===== src/rtl/swd_seq.sv =====
// swd_seq: sequencer between a 32-bit request/response handshake and the 8-bit swd_ise unit.
// Issues seven ISE operations per request: two byte-pair loads (op0, op1), shift plus first
// unload (op2), three unloads (op3..op5) and a flush unload (op6). Result bytes from op2..op5
// are packed MSB first into o_rsp_word.
//
// Optional feature: define SWD_SEQ_TIMEOUT_EN to bound each POLL phase to TIMEOUT cycles;
// on expiry o_err is set (sticky until i_rst) and the partial word is returned.
//
// Ports:
//   i_clk, i_rst                 clock, synchronous active-high reset
//   i_req_valid/o_req_ready      request handshake; i_req_word, i_req_shamt payload
//   o_rsp_valid/i_rsp_ready      response handshake; o_rsp_word result
//   o_err                        sticky timeout flag (0 without SWD_SEQ_TIMEOUT_EN)
//   o_ise_start, o_ise_a, o_ise_b, o_ise_sr   ISE command outputs
//   i_ise_result, i_ise_wait     ISE result byte and busy
module swd_seq #(
  parameter int unsigned TIMEOUT = 255
) (
  input  logic        i_clk,
  input  logic        i_rst,
  input  logic        i_req_valid,
  output logic        o_req_ready,
  input  logic [31:0] i_req_word,
  input  logic [7:0]  i_req_shamt,
  output logic        o_rsp_valid,
  input  logic        i_rsp_ready,
  output logic [31:0] o_rsp_word,
  output logic        o_err,
  output logic        o_ise_start,
  output logic [7:0]  o_ise_a,
  output logic [7:0]  o_ise_b,
  output logic [7:0]  o_ise_sr,
  input  logic [7:0]  i_ise_result,
  input  logic        i_ise_wait
);

  typedef enum logic [2:0] {StIdle, StIssue, StGuard, StPoll, StResp} state_e;

  state_e      r_state, w_state_nxt;
  logic [2:0]  r_op, w_op_nxt;
  logic [31:0] r_word, w_word_nxt;
  logic [7:0]  r_shamt, w_shamt_nxt;
  logic [31:0] r_rsp_word, w_rsp_word_nxt;
  logic [7:0]  r_ise_a, r_ise_b;
  logic [7:0]  w_ise_a, w_ise_b;
  logic        w_ise_start;

`ifdef SWD_SEQ_TIMEOUT_EN
  localparam logic [7:0] TimeoutLast = 8'(TIMEOUT - 1);
  logic [7:0] r_poll_cnt, w_poll_cnt_nxt;
  logic       r_err, w_err_nxt;
`else
  logic w_unused_timeout;
  assign w_unused_timeout = ^TIMEOUT;
`endif

  always_comb begin
    w_state_nxt    = r_state;
    w_op_nxt       = r_op;
    w_word_nxt     = r_word;
    w_shamt_nxt    = r_shamt;
    w_rsp_word_nxt = r_rsp_word;
    // Operands hold their last ISSUE value outside ISSUE.
    w_ise_a        = r_ise_a;
    w_ise_b        = r_ise_b;
    w_ise_start    = 1'b0;
`ifdef SWD_SEQ_TIMEOUT_EN
    w_poll_cnt_nxt = r_poll_cnt;
    w_err_nxt      = r_err;
`endif
    case (r_state)
      StIdle: begin
        if (i_req_valid) begin
          w_word_nxt     = i_req_word;
          w_shamt_nxt    = i_req_shamt;
          w_rsp_word_nxt = 32'h0;
          w_op_nxt       = 3'd0;
          w_state_nxt    = StIssue;
        end
      end
      StIssue: begin
        w_ise_start = 1'b1;
        case (r_op)
          3'd0: begin
            w_ise_a = r_word[7:0];
            w_ise_b = r_word[15:8];
          end
          3'd1: begin
            w_ise_a = r_word[23:16];
            w_ise_b = r_word[31:24];
          end
          3'd2: begin
            w_ise_a = r_shamt;
            w_ise_b = 8'h00;
          end
          default: begin
            w_ise_a = 8'h00;
            w_ise_b = 8'h00;
          end
        endcase
        w_state_nxt = StGuard;
      end
      StGuard: begin
        // The ISE may not have raised wait yet; skip one cycle before polling it.
`ifdef SWD_SEQ_TIMEOUT_EN
        w_poll_cnt_nxt = 8'd0;
`endif
        w_state_nxt = StPoll;
      end
      StPoll: begin
        if (!i_ise_wait) begin
          case (r_op)
            3'd2:    w_rsp_word_nxt[31:24] = i_ise_result;
            3'd3:    w_rsp_word_nxt[23:16] = i_ise_result;
            3'd4:    w_rsp_word_nxt[15:8]  = i_ise_result;
            3'd5:    w_rsp_word_nxt[7:0]   = i_ise_result;
            default: ;
          endcase
          // op6 drains the unload pointer; its byte is dropped.
          if (r_op == 3'd6) begin
            w_state_nxt = StResp;
          end else begin
            w_op_nxt    = r_op + 3'd1;
            w_state_nxt = StIssue;
          end
        end
`ifdef SWD_SEQ_TIMEOUT_EN
        else if (r_poll_cnt == TimeoutLast) begin
          w_err_nxt   = 1'b1;
          w_state_nxt = StResp;
        end else begin
          w_poll_cnt_nxt = r_poll_cnt + 8'd1;
        end
`endif
      end
      StResp: begin
        if (i_rsp_ready) begin
          w_state_nxt = StIdle;
        end
      end
      default: w_state_nxt = StIdle;
    endcase
  end

  always_ff @(posedge i_clk) begin
    if (i_rst) begin
      r_state    <= StIdle;
      r_op       <= 3'd0;
      r_word     <= 32'h0;
      r_shamt    <= 8'h00;
      r_rsp_word <= 32'h0;
      r_ise_a    <= 8'h00;
      r_ise_b    <= 8'h00;
`ifdef SWD_SEQ_TIMEOUT_EN
      r_poll_cnt <= 8'd0;
      r_err      <= 1'b0;
`endif
    end else begin
      r_state    <= w_state_nxt;
      r_op       <= w_op_nxt;
      r_word     <= w_word_nxt;
      r_shamt    <= w_shamt_nxt;
      r_rsp_word <= w_rsp_word_nxt;
      r_ise_a    <= w_ise_a;
      r_ise_b    <= w_ise_b;
`ifdef SWD_SEQ_TIMEOUT_EN
      r_poll_cnt <= w_poll_cnt_nxt;
      r_err      <= w_err_nxt;
`endif
    end
  end

  assign o_req_ready = (r_state == StIdle);
  assign o_rsp_valid = (r_state == StResp);
  assign o_rsp_word  = r_rsp_word;
  assign o_ise_start = w_ise_start;
  assign o_ise_a     = w_ise_a;
  assign o_ise_b     = w_ise_b;
  assign o_ise_sr    = 8'h00;
`ifdef SWD_SEQ_TIMEOUT_EN
  assign o_err = r_err;
`else
  assign o_err = 1'b0;
`endif

endmodule

===== config.mk =====
export PLATFORM = sky130hd
export DESIGN_NAME = swd_seq
export DESIGN_NICKNAME = d
export VERILOG_FILES = /design/src/rtl/swd_seq.sv
export SDC_FILE = /design/constraint.sdc
export NUM_CORES = 1
export LEC_CHECK = 0
export CORE_MARGIN = 2
export CORE_UTILIZATION = 25
export CTS_CLUSTER_SIZE = 14
export DETAILED_ROUTE_END_ITERATION = 12
export PLACE_DENSITY_LB_ADDON = 0.08
export SYNTH_ARGS = -nofsm -noshare
export SYNTH_HDL_FRONTEND = slang
export SYNTH_SLANG_ARGS = --single-unit

===== constraint.sdc =====
create_clock -name i_clk -period 2.1 [get_ports i_clk]
set_input_delay 0.42 -clock i_clk [delete_from_list [all_inputs] [get_ports i_clk]]
set_output_delay 0.42 -clock i_clk [all_outputs]
set_load 0.01 [all_outputs]

Word-level counts from Yosys, hierarchy flattened:

Cells that the tools add are included.

* output and inout bits: 60
* flip-flop bits (word level): 94
* word-level logic and storage cells: 60
* input port bits: 53

* $add $sub $neg: 1
* eq/ne operators: 18
* mux-type cells: 21
* reductions and logical operators: 10

Operators by type and width (number)
* $mux 32: 2
* $pmux 32 s2: 1
* $mux 8: 6
* $pmux 8 s3: 1
* $mux 3: 7
* $reduce_and 4->1: 5
* $pmux 8 s2: 1
* $pmux 3 s5: 1
* $eq 3x2->1 const B: 4
* $eq 3x3->1 const B: 4
* $ne 2x1->1 const B: 5
* $eq 3x1->1 const B: 2
* $logic_not 3->1: 2
* $ne 2x2->1 const B: 3
* $pmux 3 s2: 1
* $add 3x1->3 const B: 1
* $reduce_and 3->1: 1
* $reduce_and 2->1: 1
* $reduce_bool 2->1: 1
* $mux 1: 1

Longest topological paths before layout:

Gate-level depths: netlist of run 1.

* depth after elaboration: 4
* depth in mapped cells: 7
* gate-level depth less buffers: 5

Least setup slack after synthesis of run 1:

OpenSTA, ideal clock, no wires.

* path kind: register to output
* start: register r_op[0]
* end: output o_ise_a[5]
* stages on the path, launching flop included: 8
* required time: 1.680 ns
* buffers on the path: 2
* setup slack: -0.067 ns
* arrival time: 1.747 ns
* cell sequence: dfxtp_1 -> inv_1 -> ha_1 -> clkbuf_1 -> clkbuf_1 -> a222oi_1 -> or4_1 -> nand2_1

* longest elaborated chain between the ends: 3
* elaborated cells on any way between the ends: 5
* classes of those cells: eq/ne: 2; mux: 2; reduce/logical: 1

RTL lines
* start, declared: line 40 `logic [2:0] r_op, w_op_nxt;`
* start signal, assigned: line 160 `r_op <= w_op_nxt;`
* $eq 3x2->1 (tied with other cells): line 83 `case (r_op)`
* $pmux 8 s3 (*): line 83
* $mux 8 (*): line 71 `case (r_state)`
* end, declared: line 30 `output logic [7:0] o_ise_a,`

Mark *: on every way between the ends. The rest lies on a longest branch, timed or not.

Worst setup path in the final report of run 1:

* start: register r_op[1]
* end: output o_ise_a[4]

Same word-level chain as after synthesis.

==> flow_metrics.py, run 1 <==
metrics = {
    "synth": {
        "synthFlopType": "sky130_fd_sc_hd__dfxtp_1",
        "async_flop_share_pct": 0,
        "synthesis.area_um2": 3950,
        "yosysWarnings": 0,
        "syn-instance-count": 477,
        "flip_flop_and_latch_count_after_synthesis": 94,
        "synth.avg_cell_area_um2": 8.29,
        "netlist-cell-type-count": 37,
        "synth-edff-count": 0,
        "yosysSeqAreaShare_pct": 47.6,
    },
    "power": {
        "vdd_ir_drop_max_mv": 0.385,
        "power_density_nw_per_um2": 715,
        "p_leak_nw": 2.30,
        "p_total_mw": 4.26,
    },
    "setup_path": {
        "critical_path.cell_chain": "inv_4 > ha_4 > buf_6 > a222oi_1 > or4_4 > nand2_2 > buf_6",
        "req_time_crit_path_ns": 1.68,
        "crit_fanout": 8,
        "timing_worst_setup_path_type": "flop to output pin",
        "critical_path.slowest_cell": "sky130_fd_sc_hd__a222oi_1",
        "timing.critical_path.to_type": "output pin",
        "critical_path.most_common_cell": "sky130_fd_sc_hd__buf_6",
        "timing.critical_path.slowest_cell_delay_ns": 0.57,
        "critical_path.n_buffers_inverters": 3,
        "critPathTopFamily": "compound AO/OA/AOI/OAI gates",
        "setup.worst_path.start_class": "flop",
        "crit_arrival_ns": 2.06,
    },
    "finish": {
        "design.final.nets": 656,
        "num-fill-cells": 1584,
        "antenna_cells_inserted": 0,
        "drive_gt1_share_pct": 21.2,
        "finish.instance_area_um2": 5960,
        "layout-area-overhead-vs-synth_pct": 50.8,
        "final-seq-area_um2": 1890,
        "multiInputGateArea_um2": 1990,
    },
    "sta": {
        "slew_violations": 0,
        "rsz0062_at_grt": "yes",
        "post_route_skew_ns": 0.00831,
        "setup_viol": 16,
        "final.setup.worst_slack_ns": -0.383,
        "period_minus_slack_ns": 2.48,
        "max_clock_freq_mhz": 403,
        "timing_hold_violations_final": 0,
        "worstMarginPinSlew_ns": 0.650,
        "final_min_period_over_clock_period_pct": 118,
        "finalSetupTns_ns": -4.22,
        "relSlewSlack_pct": 56.7,
    },
    "routing": {
        "detail_route.first_pass.iterations": 6,
        "route.top_layer_used": "met4",
        "route.final.wire_length_um": 12200,
        "detail_route.drc_violations": 0,
        "met3RoutedLength_um": 370,
        "avgViaCountPerCell": 4.51,
        "amount_of_wire_on_met2_after_detailed_routing_um": 5350,
        "drt_first_iter_violations": 231,
        "routedWlPerCell_um": 15.0,
        "num_vias": 3670,
        "met1_wire_length_um": 6300,
        "drt.antenna.violating_nets": 0,
    },
    "die": {
        "floorplan.initialDensity_pct": 25.8,
        "die_x_um": 130,
        "top_level_ports": 113,
        "placement_rows": 45,
        "dieArea_um2": 16800,
        "chipHeight_um": 130,
        "fp.coreArea_um2": 15300,
    },
    "worst_hold_path": {
        "hold_path.class": "input port to flop",
    },
    "status": {
        "outcome": "finished, violations left",
        "violations": "negative setup slack",
    },
    "grt": {
        "grt-ovfl-total": 0,
        "grt_pass1_vias": 3546,
        "grt_start_max_net_pins": 67,
        "first_pass_grt_wire_length_um": 19200,
        "grt_usage_pct": 14.9,
        "grt_antenna_before_repair": 0,
    },
    "cts": {
        "clock_tree.htree_level_count": 3,
        "tritoncts.num_buffers": 9,
        "cts.sinks": 94,
        "clk_path_buf_depth": 2,
        "cts_root_buf": "sky130_fd_sc_hd__clkbuf_16",
        "clock_tree_from_tritoncts": "done",
        "clk_pin_slew_ns": 0.06,
        "clkLatencyLatePin_ns": 0.34,
    },
    "job": {
        "drv_cap": 0,
    },
    "placement": {
        "placement.setup.worst_slack_ns": -0.467,
        "placedInstanceArea_um2": 5400,
        "dp_hpwl_um": 8620,
        "routabilityCongestion": 0.753,
        "port_buf_inserts": 103,
    },
}
## registers in the layout (all words and copies together), names as in the netlist
| register | cells |
|---|---|
| o_rsp_word | 32 |
| r_word | 32 |
| r_state | 3 |
| r_op | 3 |
| r_ise_b | 8 |
| r_ise_a | 8 |
| r_shamt | 8 |
## cells by family after synthesis
family	synth area share, %
AO/OA/AOI/OAI	16.5
adder cells (fa/ha/maj)	1.58
buffers and inverters	7.57
flip-flops	47.6
multiplexers	4.56
other	0.0949
AND/OR/NAND/NOR	22.1
## through the flow
stage | instances | util, % | hold slack, ns
2_1_floorplan | 485 | - | 0.436
3_3_place_gp | 787 | 35.3 | 0.443
3_5_place_dp | 787 | 35.3 | 0.447
4_1_cts | 811 | 38.3 | 0.445
5_1_grt | 814 | 38.9 | 0.463
6_report | 814 | 38.9 | 0.456
## metal layers
metal,vias up,GRT usage [%]
met5,-,0
met4,0,5.95
met3,13,2.79
met2,71,21.6
met1,1720,21.8
li1,1866,-
## synthesized netlist by cell type, drive strengths merged (3+ instances only)
library cell / count / area (um2)
nand2: 149 / 559
dfxtp: 94 / 1880
a21oi: 59 / 295
clkbuf: 29 / 109
inv: 21 / 78.8
mux2i: 18 / 180
buf: 17 / 111
o32ai: 16 / 140
or3: 9 / 56.3
a222oi: 8 / 80.1
a22oi: 8 / 60.1
or4: 8 / 60.1
nor3: 6 / 30.0
ha: 5 / 62.6
or4b: 4 / 40.0
and2: 3 / 18.8
nor2b: 3 / 18.8
o22ai: 3 / 31.3
## worst paths after layout
kind              slack [ns]                     endpoint                     from  cells after the start
hold reg to reg         0.46      r_word[13]$_SDFFE_PP0P_  r_word[13]$_SDFFE_PP0P_                      2
setup reg to reg        0.16  o_rsp_word[22]$_SDFFE_PP0P_     r_op[1]$_SDFFE_PP0P_                      6
setup / recovery       -0.38                   o_ise_a[4]     r_op[1]$_SDFFE_PP0P_                      7
hold / removal          0.46      r_shamt[0]$_SDFFE_PP0P_                    i_rst                      2
## cell usage in the layout (no fill, tap or decap), types with 7 or more instances in the layout
| cell type | synthesis | routed |
|---|---|---|
| sky130_fd_sc_hd__clkdlybuf4s50_1 | 0 | 83 |
| sky130_fd_sc_hd__nand2_1 | 149 | 138 |
| sky130_fd_sc_hd__buf_6 | 1 | 17 |
| sky130_fd_sc_hd__dfxtp_1 | 94 | 90 |
| sky130_fd_sc_hd__or3_4 | 0 | 7 |
| sky130_fd_sc_hd__o32ai_1 | 16 | 16 |
| sky130_fd_sc_hd__inv_1 | 20 | 18 |
| sky130_fd_sc_hd__clkbuf_16 | 0 | 9 |
| sky130_fd_sc_hd__nand2_2 | 0 | 10 |
| sky130_fd_sc_hd__a21oi_1 | 59 | 59 |
| sky130_fd_sc_hd__conb_1 | 1 | 9 |
| sky130_fd_sc_hd__mux2i_1 | 18 | 18 |
| sky130_fd_sc_hd__a222oi_1 | 8 | 8 |
| sky130_fd_sc_hd__or4_4 | 0 | 7 |
| sky130_fd_sc_hd__buf_4 | 9 | 31 |
## what timing repair did
action	4_1_cts	5_1_grt
endpoints found under the setup margin	19	16
buffers inserted	6	5
hold buffers	0	0
resized for setup	121	19
pin swaps	30	13
cloned	2	0
## area by class of cell
| cell class | count | share of cell area [%] |
|---|---|---|
| Clock buffer | 13 | 4.37 |
| Sequential cell | 94 | 31.7 |
| Inverter | 21 | 1.45 |
| Timing Repair Buffer | 147 | 24.3 |
| Multi-Input combinational cell | 325 | 33.5 |
| Tap cell | 211 | 4.43 |
| Clock inverter | 3 | 0.315 |
## where the power goes
group | switching [mW] | internal [mW]
clock network | 0.675 | 0.867
registers | 0.0532 | 1.87
logic | 0.415 | 0.386
Note: power is estimated with default switching activity, not from simulation.
==> run 2, diff against run 1 <==
- CORE_UTILIZATION: 25 -> 43
- GPL_ROUTABILITY_DRIVEN: unset -> 0
- PLACE_DENSITY: unset -> 0.81
- PLACE_DENSITY_LB_ADDON: 0.08 -> unset
==> run 2 against run 1 <==
  * The flow still finishes with violations (negative setup slack)
  * Highest routed layer unchanged
  * Combinational power decreased by 4.0%
  * Fmax increased by 2.2%
  * Routed wire length is 1.8% higher
  * Sequential power is essentially flat
  * Sequential cell count stayed put
  * Sequential share of layout area rose by 1.4 points
  * Count of clock-buffer cells in the layout shrank 2
  * Global-route usage grew 9.7 points
  * Critical path type unchanged
  * Register-to-register slack lost 0.06 ns
  * Largest power group unchanged
  * Core utilization grew 26 points
==> flow_metrics.py, run 2 (synthesis results as in run 1) <==
metrics = {
    "status": {
        "outcome": "finished, violations left",
        "violations": "negative setup slack",
    },
    "sta": {
        "period_minus_slack_ns": 2.43,
        "worstMarginPinSlew_ns": 0.624,
        "relSlewSlack_pct": 58.4,
        "post_route_skew_ns": 0.0191,
        "max_clock_freq_mhz": 412,
        "setup_viol": 16,
        "timing_hold_violations_final": 0,
        "final.setup.worst_slack_ns": -0.329,
        "rsz0062_at_grt": "yes",
        "final_min_period_over_clock_period_pct": 116,
        "slew_violations": 0,
        "holdWs_ns": 0.466,
    },
    "cts": {
        "clkLatencyLatePin_ns": 0.37,
        "clk_path_buf_depth": 2,
        "tritoncts.num_buffers": 9,
        "clock_tree.htree_level_count": 3,
        "clk_pin_slew_ns": 0.10,
        "cts.sinks": 94,
        "hold_buffers": 0,
        "cts_root_buf": "sky130_fd_sc_hd__clkbuf_8",
        "clock_tree_from_tritoncts": "done",
    },
    "setup_path": {
        "timing_worst_setup_path_type": "flop to output pin",
        "timing.critical_path.to_type": "output pin",
        "setup.worst_path.start_class": "flop",
        "crit_fanout": 6,
        "req_time_crit_path_ns": 1.68,
        "reg2reg_from": "r_op[0]$_SDFFE_PP0P_",
        "crit_arrival_ns": 2.01,
        "worst_case_register_to_register_setup_slack_ns": 0.10,
        "crit_path_start": "r_op[1]$_SDFFE_PP0P_",
    },
    "power": {
        "power.net_switching_mw": 1.11,
        "seq_power_share_pct": 50.0,
        "switching_share_pct": 28.6,
        "cell_internal_pwr_mw": 2.78,
        "p_leak_nw": 2.24,
        "vdd_ir_drop_max_mv": 0.320,
        "power_frac_clock_pct": 30.3,
        "comb_power_share_pct": 19.7,
        "power_density_nw_per_um2": 682,
    },
    "routing": {
        "avgViaCountPerCell": 5.63,
        "detail_route.first_pass.iterations": 10,
        "route.final.wire_length_um": 12500,
        "routedWlPerCell_um": 17.5,
        "detail_route.drc_violations": 0,
        "drt_first_iter_violations": 399,
        "num_vias": 3997,
        "drt.antenna.violating_nets": 0,
    },
    "die": {
        "chipHeight_um": 99.9,
        "dieArea_um2": 9980,
        "floorplan.initialDensity_pct": 44.9,
        "top_level_ports": 113,
        "fp.coreArea_um2": 8810,
        "placement_rows": 34,
        "die_x_um": 99.9,
    },
    "worst_hold_path": {
        "hold_path.class": "flop to flop",
        "hold_start": "r_ise_a[5]$_SDFF_PP0_",
    },
    "finish": {
        "antenna_cells_inserted": 0,
        "mostFrequentLayoutCells": "140 x sky130_fd_sc_hd__nand2_1, 89 x sky130_fd_sc_hd__dfxtp_1, 83 x sky130_fd_sc_hd__clkdlybuf4s50_1",
        "num-fill-cells": 697,
        "drive_gt1_share_pct": 22.1,
        "design.final.nets": 655,
        "postLayoutCoreUtil_pct": 64.8,
        "layout-area-overhead-vs-synth_pct": 44.4,
        "layout.cells.most_common": "sky130_fd_sc_hd__nand2_1",
    },
    "grt": {
        "first_pass_grt_wire_length_um": 19200,
        "grt_pass1_vias": 3834,
        "grt_usage_pct": 24.6,
        "grt-ovfl-total": 0,
        "grt_start_max_net_pins": 47,
        "grt_antenna_before_repair": 0,
    },
    "placement": {
        "dp_hpwl_um": 8380,
        "port_buf_inserts": 103,
    },
    "job": {
        "drv_cap": 0,
    },
}
==> run 2: cell types whose count changed in the layout (fill, tap and decap cells not counted), sizes merged <==
cell         previous run  this run
clkbuf                 13        11
bufinv                  0         1
clkinvlp                0         1
dlygate4sd2             3         2
==> run 2: layout make-up <==
cell class | count | area [um2] | share of cell area (%)
multi-input cells | 325 | 2000 | 35.0
flip-flops and latches | 94 | 1890 | 33.2
repair buffers | 146 | 1410 | 24.6
well taps | 108 | 135 | 2.37
clock buffers | 11 | 131 | 2.30
inverters | 21 | 83.8 | 1.47
clock inverters | 5 | 60.1 | 1.05
==> run 2: what timing repair did <==
item / 4_1_cts / 5_1_grt
endpoints found under the setup margin: 19 / 17
resized for setup: 129 / 16
gates cloned: 2 / 0
pin swaps: 29 / 9
setup buffers: 8 / 2
==> run 2: power groups by stage <==
stage / clock network (mW) / logic, mW / registers (mW)
floorplan: 0 / 0.408 / 1.94
global placement: 0 / 0.682 / 1.97
detailed placement: 0 / 0.696 / 1.97
CTS: 1.19 / 0.728 / 1.93
global route: 1.25 / 0.825 / 1.95
finish: 1.18 / 0.769 / 1.95
==> run 2: layer usage <==
layer  vias to the layer above  wire length (um)  track usage, %
li1                       1863                 -               -
met1                      1901              4910            29.7
met2                       195              6080            42.2
met3                        38              1190            7.87
met4                         0               269            7.38
met5                         -                 0               0
==> run 2: worst paths after layout <==
kind / to / cells past startpoint
worst max-delay path: o_ise_a[2] / 7
worst min-delay path: r_ise_a[5]$_SDFF_PP0_ / 2
worst max register to register: o_rsp_word[27]$_SDFFE_PP0P_ / 6
worst min register to register: r_ise_a[5]$_SDFF_PP0_ / 2
==> run 2: stage by stage <==
step | power (mW) | TNS (ns) | std cells | setup WS, ns | cell area (um2)
floorplan | 2.35 | 0 | 485 | 0.0282 | 3990
global placement | 2.65 | -5.22 | 688 | -0.335 | 5270
detailed placement | 2.67 | -5.78 | 688 | -0.400 | 5270
CTS | 3.85 | -2.96 | 708 | -0.218 | 5620
global route | 4.03 | -4.37 | 710 | -0.337 | 5710
finish | 3.89 | -3.78 | 710 | -0.329 | 5710
==> run 2: worst max-delay path: stages (launching register included) <==
cell	delay, ns
sky130_fd_sc_hd__dfxtp_4	0.40
sky130_fd_sc_hd__inv_4	0.06
sky130_fd_sc_hd__ha_4	0.18
sky130_fd_sc_hd__buf_12	0.13
sky130_fd_sc_hd__a222oi_1	0.48
sky130_fd_sc_hd__or4_4	0.23
sky130_fd_sc_hd__nand2_2	0.05
sky130_fd_sc_hd__buf_6	0.11
==> run 3, diff against run 2 <==
- CORE_MARGIN: 2 -> 4
==> run 3 against run 2 <==
  * The run still ends with negative setup slack left
  * Highest routed layer unchanged
  * Die area increased by 8.2%
  * Fmax decreased by 0.64%
  * Clock skew is 0.00087 ns lower
==> flow_metrics.py, run 3 (synthesis results as in run 1) <==
metrics = {
    "finish": {
        "final-seq-area_um2": 1890,
        "antenna_cells_inserted": 0,
        "drive_gt1_share_pct": 21.6,
        "multiInputGateArea_um2": 1990,
        "design.final.nets": 651,
        "mostFrequentLayoutCells": "136 x sky130_fd_sc_hd__nand2_1, 89 x sky130_fd_sc_hd__dfxtp_1, 83 x sky130_fd_sc_hd__clkdlybuf4s50_1",
        "layout-area-overhead-vs-synth_pct": 44.5,
        "num-fill-cells": 681,
        "layout.cells.most_common": "sky130_fd_sc_hd__nand2_1",
        "postLayoutCoreUtil_pct": 64.5,
    },
    "cts": {
        "clkLatencyLatePin_ns": 0.36,
        "clock_tree_from_tritoncts": "done",
        "hold_buffers": 0,
        "tritoncts.num_buffers": 9,
        "cts_root_buf": "sky130_fd_sc_hd__clkbuf_8",
        "clk_pin_slew_ns": 0.09,
        "clk_path_buf_depth": 2,
        "cts.sinks": 94,
        "clock_tree.htree_level_count": 3,
    },
    "sta": {
        "final.setup.worst_slack_ns": -0.344,
        "timing_hold_violations_final": 0,
        "max_clock_freq_mhz": 409,
        "worstMarginPinSlew_ns": 0.601,
        "relSlewSlack_pct": 59.9,
        "slew_violations": 0,
        "final_min_period_over_clock_period_pct": 116,
        "rsz0062_at_grt": "yes",
        "setup_viol": 16,
        "holdWs_ns": 0.466,
        "period_minus_slack_ns": 2.44,
        "post_route_skew_ns": 0.0182,
    },
    "routing": {
        "drt.antenna.violating_nets": 0,
        "num_vias": 3862,
        "drt_first_iter_violations": 444,
        "detail_route.first_pass.iterations": 6,
        "route.final.wire_length_um": 12100,
        "avgViaCountPerCell": 5.47,
        "routedWlPerCell_um": 17.2,
        "detail_route.drc_violations": 0,
    },
    "grt": {
        "grt_usage_pct": 21.6,
        "grt_pass1_vias": 3796,
        "grt-ovfl-total": 0,
        "grt_start_max_net_pins": 59,
        "grt_antenna_before_repair": 0,
        "first_pass_grt_wire_length_um": 19200,
    },
    "power": {
        "power_density_nw_per_um2": 696,
        "vdd_ir_drop_max_mv": 0.468,
        "p_total_mw": 3.97,
        "p_leak_nw": 2.25,
    },
    "die": {
        "die_x_um": 104,
        "fp.coreArea_um2": 8850,
        "floorplan.initialDensity_pct": 44.7,
        "placement_rows": 34,
        "dieArea_um2": 10800,
        "top_level_ports": 113,
        "chipHeight_um": 104,
    },
    "job": {
        "drv_cap": 0,
    },
    "setup_path": {
        "critical_path.n_buffers_inverters": 3,
        "crit_arrival_ns": 2.02,
        "timing.critical_path.slowest_cell_delay_ns": 0.52,
        "crit_fanout": 5,
        "worst_case_register_to_register_setup_slack_ns": 0.15,
        "critPathTopFamily": "compound AO/OA/AOI/OAI gates",
        "timing_worst_setup_path_type": "flop to output pin",
        "timing.critical_path.to_type": "output pin",
        "critical_path.slowest_cell": "sky130_fd_sc_hd__a222oi_1",
        "critical_path.cell_chain": "inv_6 > ha_4 > buf_6 > a222oi_1 > or4_4 > nand2_1 > buf_2",
        "setup.worst_path.start_class": "flop",
        "req_time_crit_path_ns": 1.68,
    },
    "worst_hold_path": {
        "hold_path.class": "flop to flop",
    },
    "placement": {
        "dp_hpwl_um": 7930,
        "port_buf_inserts": 103,
    },
    "status": {
        "outcome": "finished, violations left",
        "violations": "negative setup slack",
    },
}
[run 3: cell types whose count changed in the layout (fill, tap and decap cells not counted), moves of 3 or more]
cell	previous run	this run
sky130_fd_sc_hd__buf_6	15	21
sky130_fd_sc_hd__a22oi_2	7	4
sky130_fd_sc_hd__nand2_1	140	136
sky130_fd_sc_hd__a22oi_1	1	4
sky130_fd_sc_hd__clkbuf_8	9	12
sky130_fd_sc_hd__buf_12	4	1
sky130_fd_sc_hd__buf_2	9	5
[run 3: path summary, 6_finish.rpt]
path                               from                          end  cells past startpoint
setup reg to reg   r_op[0]$_SDFFE_PP0P_  o_rsp_word[29]$_SDFFE_PP0P_                      6
setup / recovery   r_op[0]$_SDFFE_PP0P_                   o_ise_a[4]                      7
hold / removal    r_ise_a[4]$_SDFF_PP0_        r_ise_a[4]$_SDFF_PP0_                      2
hold reg to reg   r_ise_a[4]$_SDFF_PP0_        r_ise_a[4]$_SDFF_PP0_                      2
[run 3: final cells by class]
| cell class | instances | share of cell area (%) |
|---|---|---|
| multi-input combinational | 324 | 34.8 |
| sequential | 94 | 33.2 |
| timing repair buffer | 143 | 24.4 |
| clock buffer | 12 | 2.89 |
| tap | 108 | 2.37 |
| inverter | 21 | 1.51 |
| clock inverter | 4 | 0.942 |
[run 3: stage by stage]
step           worst slack, ns  cell area, um2  TNS [ns]  instances
6_report                -0.344            5710     -3.57        706
3_5_place_dp            -0.457            5200     -6.37        684
2_1_floorplan           0.0282            3990         0        485
4_1_cts                 -0.269            5610     -3.00        704
5_1_grt                 -0.369            5710     -4.19        706
3_3_place_gp            -0.371            5200     -5.58        684
[run 3: layer usage]
metal	wire [um]	global-route usage [%]
met5	0	0
met2	6030	36.7
met4	432	9.88
met3	754	3.41
met1	4920	26.9
[run 3: repair_timing]
item / CTS / global route
buffers inserted: 7 / 1
gates cloned: 1 / 1
endpoints found under the setup margin: 18 / 18
endpoints found under the hold margin: 0 / 0
gates resized for setup: 130 / 19
pin swaps: 30 / 11
[run 3: worst reg2reg max path, delay by kind of cell, from the launching register on]
| family | cells | cell delay, ns |
|---|---|---|
| AOI/OAI and AO/OA | 1 | 0.17 |
| adders and majority gates | 1 | 0.16 |
| and+or+nand+nor | 2 | 0.93 |
| buffers and inverters | 2 | 0.22 |
| DFF | 1 | 0.38 |
[run 3: power by group]
| group | leakage, nW | switching, mW | internal (mW) |
|---|---|---|---|
| Combinational | 1.38 | 0.404 | 0.356 |
| Sequential | 0.766 | 0.0610 | 1.87 |
| Clock | 0.105 | 0.636 | 0.651 |
| Total | 2.25 | 1.10 | 2.87 |
